===== config.mk =====
export PLATFORM = sky130hd
export DESIGN_NAME = dq_dispatch_queue
export DESIGN_NICKNAME = d
export VERILOG_FILES = /design/src/rtl/dq_dispatch_queue.sv
export SDC_FILE = /design/constraint.sdc
export NUM_CORES = 1
export LEC_CHECK = 0
export ABC_AREA = 1
export BUFFER_PORTS_ARGS = -buffer_cell sky130_fd_sc_hd__buf_2
export CAP_MARGIN = 0
export CORE_MARGIN = 1.5
export CORE_UTILIZATION = 36
export CTS_CLUSTER_DIAMETER = 120
export DETAILED_ROUTE_END_ITERATION = 12
export GPL_ROUTABILITY_DRIVEN = 0
export PLACE_DENSITY_LB_ADDON = 0.05
export SYNTH_ARGS = -nofsm -noshare
export SYNTH_HDL_FRONTEND = slang
export SYNTH_SLANG_ARGS = --single-unit
export TNS_END_PERCENT = 5

===== constraint.sdc =====
create_clock -name clock_i -period 2.4 [get_ports clock_i]
set_input_delay 0.24 -clock clock_i [delete_from_list [all_inputs] [get_ports clock_i]]
set_output_delay 0.24 -clock clock_i [all_outputs]
set_load 0.02 [all_outputs]

===== src/rtl/dq_dispatch_queue.sv =====
// dq_dispatch_queue: first-word fall-through dispatch FIFO for DQ-format ops with registered stall and sticky overflow.
// Optional DQ_DISPATCH_STALL_COUNT_EN adds a saturating stall-cycle counter output.
module dq_dispatch_queue #(
    parameter int regWidth = 5,
    parameter int immWidth = 12,
    parameter int depth    = 4
) (
    input  logic                     clock_i,
    input  logic                     reset_i,
    input  logic                     enable_i,
    input  logic [regWidth-1:0]      reg1_i,
    input  logic [regWidth-1:0]      reg2_i,
    input  logic [1:0]               reg1Use_i,
    input  logic [1:0]               reg2Use_i,
    input  logic [immWidth-1:0]      imm_i,
    input  logic                     immFormat_i,
    input  logic                     bit_i,
    input  logic [2:0]               functionalUnitCode_i,
    output logic                     stall_o,
    output logic                     valid_o,
    input  logic                     ready_i,
    output logic [regWidth-1:0]      reg1_o,
    output logic [regWidth-1:0]      reg2_o,
    output logic [1:0]               reg1Use_o,
    output logic [1:0]               reg2Use_o,
    output logic                     bit_o,
    output logic [2:0]               functionalUnitCode_o,
    output logic [63:0]              imm_o,
    output logic [$clog2(depth):0]   count_o,
`ifdef DQ_DISPATCH_STALL_COUNT_EN
    output logic [15:0]              stallCount_o,
`endif
    output logic                     overflow_o
);
    localparam int aw = $clog2(depth);
    localparam int cw = aw + 1;

    typedef struct packed {
        logic [regWidth-1:0] reg1;
        logic [regWidth-1:0] reg2;
        logic [1:0]          reg1Use;
        logic [1:0]          reg2Use;
        logic [immWidth-1:0] imm;
        logic                immFormat;
        logic                dqBit;
        logic [2:0]          functionalUnitCode;
    } entry_t;

    entry_t          mem [depth];
    entry_t          head;
    logic [aw-1:0]   rd_ptr, wr_ptr, head_idx;
    logic [cw-1:0]   count, count_nxt;
    logic            full, push, pop;

    assign valid_o   = count != '0;
    assign full      = count == cw'(depth);
    assign pop       = valid_o & ready_i;
    assign push      = enable_i & (~full | pop);
    assign count_nxt = count + cw'(push) - cw'(pop);
    assign count_o   = count;

    // When empty, point at the last popped slot so head fields hold their values
    assign head_idx = valid_o ? rd_ptr : rd_ptr - aw'(1);
    assign head     = mem[head_idx];

    assign reg1_o               = head.reg1;
    assign reg2_o               = head.reg2;
    assign reg1Use_o            = head.reg1Use;
    assign reg2Use_o            = head.reg2Use;
    assign bit_o                = head.dqBit;
    assign functionalUnitCode_o = head.functionalUnitCode;
    assign imm_o = {{(64-immWidth){head.immFormat & head.imm[immWidth-1]}}, head.imm};

    always_ff @(posedge clock_i or negedge reset_i) begin
        if (!reset_i) begin
            rd_ptr     <= '0;
            wr_ptr     <= '0;
            count      <= '0;
            stall_o    <= 1'b0;
            overflow_o <= 1'b0;
            for (int i = 0; i < depth; i++) mem[i] <= '0;
        end else begin
            count   <= count_nxt;
            stall_o <= count_nxt >= cw'(depth - 1);
            if (pop) rd_ptr <= rd_ptr + aw'(1);
            if (push) begin
                mem[wr_ptr] <= '{reg1_i, reg2_i, reg1Use_i, reg2Use_i, imm_i, immFormat_i, bit_i,
                                 functionalUnitCode_i};
                wr_ptr      <= wr_ptr + aw'(1);
            end
            if (enable_i && full && !pop) overflow_o <= 1'b1;
        end
    end

`ifdef DQ_DISPATCH_STALL_COUNT_EN
    always_ff @(posedge clock_i or negedge reset_i) begin
        if (!reset_i) stallCount_o <= '0;
        else if (stall_o && stallCount_o != 16'hFFFF) stallCount_o <= stallCount_o + 16'd1;
    end
`endif
endmodule


==> results.toml <==
[die]
die_w_um = 140
chipHeight_um = 140
core_mm2 = 0.0186
dieArea_mm2 = 0.0197
rows = 50
io_pins = 123
start_util = 0.366

[cells_and_area]
syn2layout_area_growth_pct = 22.3
final_cell_mix = "nand2_1 (275), dfrtp_1 (129), o21ai_0 (111), inv_1 (79), buf_2 (69)"
final_common_cell = "nand2_1"
final_layout_size_suffix_gt1_frac = 0.253
final_nets = 942
final_area_mm2 = 0.00831
fin_cells = 1147
n_antenna_cell = 0

[synthesis]
netlist_area_mm2 = 0.00679
synth_seq_cells = 133
synth_compound_area_frac = 0.167
synth-simple-area-share = 0.183
synthAdderAreaFrac = 0.0140
yosys_warnings = 0
syn_inst = 824
synth_top_family_by_area = "simple AND/OR/NAND/NOR gates"
syn_nets = 866
synth_flop_cell = "dfrtp_1"
synthMuxAreaShare = 0
ys_seq_area_frac = 0.490
synth-xor-area-share = 0.00516
async_flop_share = 1.00
synth_cell_types = 28
synth_edf_count = 0
syn_avg_cell_area_um2 = 8.25

[placement]
hpwl_mm = 10.6
port_buffers = 122
placed_cell_area_mm2 = 0.00728
dp_cells = 1099

[clocking]
cts_tree = "done"
cts_made_buffers = 17
clkLatencyLatePin_ns = 0.42
path_clk_slew_ns = 0.06
h-tree-depth = 4
clockRootBuffer = "clkbuf_16"
cts.sinks = 133
clk_path_buf_depth = 2

[global_routing]
overflow = 0
grt_usage = 0.195
grt_max_degree = 63
grt_pass1_wl_mm = 29.9
antenna_found_initial = 0
grt_pass1_vias = 5467

[sta]
finalHoldViolCount = 0
fmax_mhz = 407
fin_crit_sh = 1.02
rsz0062_at_grt = "yes"
min_period_ns = 2.45
fin_ws_ns = -0.0542
finalClockSkew_ns = 0.00847
max-slew-margin-rel = 0.321
setup_viol_count_final = 40
tightest_slew_ns = 1.02
fin_setup_tns_ns = -0.672
final_max_slew_viol_count = 0

[setup_path]
endpoint_kind = "primary output"
path_delay_family = "simple AND/OR/NAND/NOR gates"
r2r_start = "count_o[0]$_DFF_PN0_"
path_cells = "nor2_4 > nand2_4 > nand2_4 > nand3_1 > nand3_1 > nand2_2 > nand2_8 > buf_12 > clkinvlp_4 > buf_6"
rrSetupSlack_ns = -0.01
rr_endpoint = "stall_o$_DFF_PN0_"
required_ns = 2.16
worst-path-max-fanout = 7
critPathLaunchType = "flip-flop"
crit_arrival_ns = 2.21
cpMaxStageDelayCell = "dfrtp_2"
reg2regPathDepth = 12
max_stage_delay_ns = 0.43
crit_buf_inv = 3
critPathKind = "reg -> out"

[detailed_routing]
dr_total_vias = 5561
firstDrtPassIters = 4
ant_nets = 0
drc = 0
wl_per_cell_um = 16.0
drt-total-wl_mm = 18.3
drt_first_iter_violations = 372
viasPerCell = 4.85

[status]
failed_checks = "negative setup slack"
outcome = "complete, but fails checks"

[min_path]
hold_end = "mem[99]$_DFFE_PN0P_"
worst_hold_path_type = "in -> reg"
min_from = "imm_i[1]"
hold_depth = 3

[job]
drv_cap = 0
==> worst reg2reg max path, cell delays in order (launching register included) <==
cell and delay (ns):
dfrtp_2 0.43, nor2_4 0.22, buf_4 0.15, buf_4 0.10, nand3_2 0.08, nand2_2 0.11
ha_1 0.15, inv_1 0.05, ha_1 0.19, fa_1 0.38, xnor2_1 0.14, xor2_1 0.16
a21o_1 0.16
==> final cells by class <==
| class | count | area [µm²] |
|---|---|---|
| tap | 234 | 293 |
| timing repair inverter | 7 | 52.6 |
| clock buffer | 23 | 488 |
| sequential | 133 | 3330 |
| clock inverter | 9 | 125 |
| inverter | 83 | 315 |
| multi-input combinational | 508 | 2620 |
| fill | 1849 | 10300 |
| timing repair buffer | 150 | 1090 |
==> cell families (layout without fill, tap and decap cells) <==
group | Yosys count | count (layout)
buffers and inverters | 183 | 272
DFF | 133 | 133
adders and majority gates | 7 | 7
xor gates and xnor gates | 4 | 4
AOI/OAI and AO/OA | 187 | 187
and+or+nand+nor | 310 | 310
==> metrics by stage <==
step,utilization,hold slack [ns],worst slack (ns)
5_1_grt,0.447,0.0614,-0.213
3_5_place_dp,0.392,0.121,0.0747
4_1_cts,0.431,0.0478,-0.0154
6_report,0.447,0.0698,-0.0542
2_1_floorplan,-,-0.0556,-0.0943
3_3_place_gp,0.392,0.118,0.176
==> worst max path at each step <==
stage / from / end / slack (ns) / depth (start not counted)
3_5_place_dp: count_o[1]$_DFF_PN0_ / stall_o$_DFF_PN0_ / 0.07 / 11
5_1_grt: count_o[0]$_DFF_PN0_ / imm_o[58] / -0.21 / 10
6_report: count_o[0]$_DFF_PN0_ / imm_o[53] / -0.05 / 10
2_1_floorplan: count_o[0]$_DFF_PN0_ / imm_o[13] / -0.09 / 10
4_1_cts: count_o[1]$_DFF_PN0_ / imm_o[59] / -0.02 / 10
3_3_place_gp: count_o[1]$_DFF_PN0_ / stall_o$_DFF_PN0_ / 0.18 / 11
==> routing by layer <==
| metal | wire, µm | part of all wire | global-route usage | up-vias |
|---|---|---|---|---|
| li1 | - | - | - | 2736 |
| met1 | 8790 | 0.48 | 0.265 | 2705 |
| met2 | 8660 | 0.47 | 0.312 | 110 |
| met3 | 753 | 0.041 | 0.0482 | 10 |
| met4 | 122 | 0.0067 | 0.0488 | 0 |
| met5 | 0 | 0 | 0 | - |
==> synth_stat cells, types with 2 or more instances <==
cell / n / area [µm²]
nor2_4: 3 / 33.8
buf_2: 30 / 150
o211ai_1: 47 / 353
inv_2: 2 / 7.51
o21ai_1: 12 / 60.1
a21oi_1: 2 / 10.0
inv_1: 81 / 304
nand3_1: 11 / 55.1
nand2_2: 5 / 31.3
buf_4: 54 / 405
nor2_1: 7 / 26.3
ha_1: 6 / 75.1
buf_6: 3 / 33.8
o21ai_0: 113 / 566
xor2_1: 3 / 26.3
clkbuf_1: 8 / 30.0
dfrtp_1: 133 / 3330
o211ai_2: 10 / 125
nand2_1: 281 / 1050
clkbuf_2: 5 / 25.0
==> what timing repair did <==
item / 4_1_cts / 5_1_grt
pin swaps: 2 / 9
resized for setup: 16 / 80
gates cloned: 7 / 0
setup endpoints to repair: 74 / 82
hold buffers: 1 / 0
hold endpoints to repair: 21 / 0
setup buffers: 1 / 7
==> sequential cells by signal (all words and copies together) (netlist names) <==
name and count:
mem 124, count_o 3, rd_ptr 2, overflow_o 1, wr_ptr 2, stall_o 1
Power is left out: the tool's default activity adds up to more than one toggle a clock period on the data nets, which glitch-free logic cannot reach.
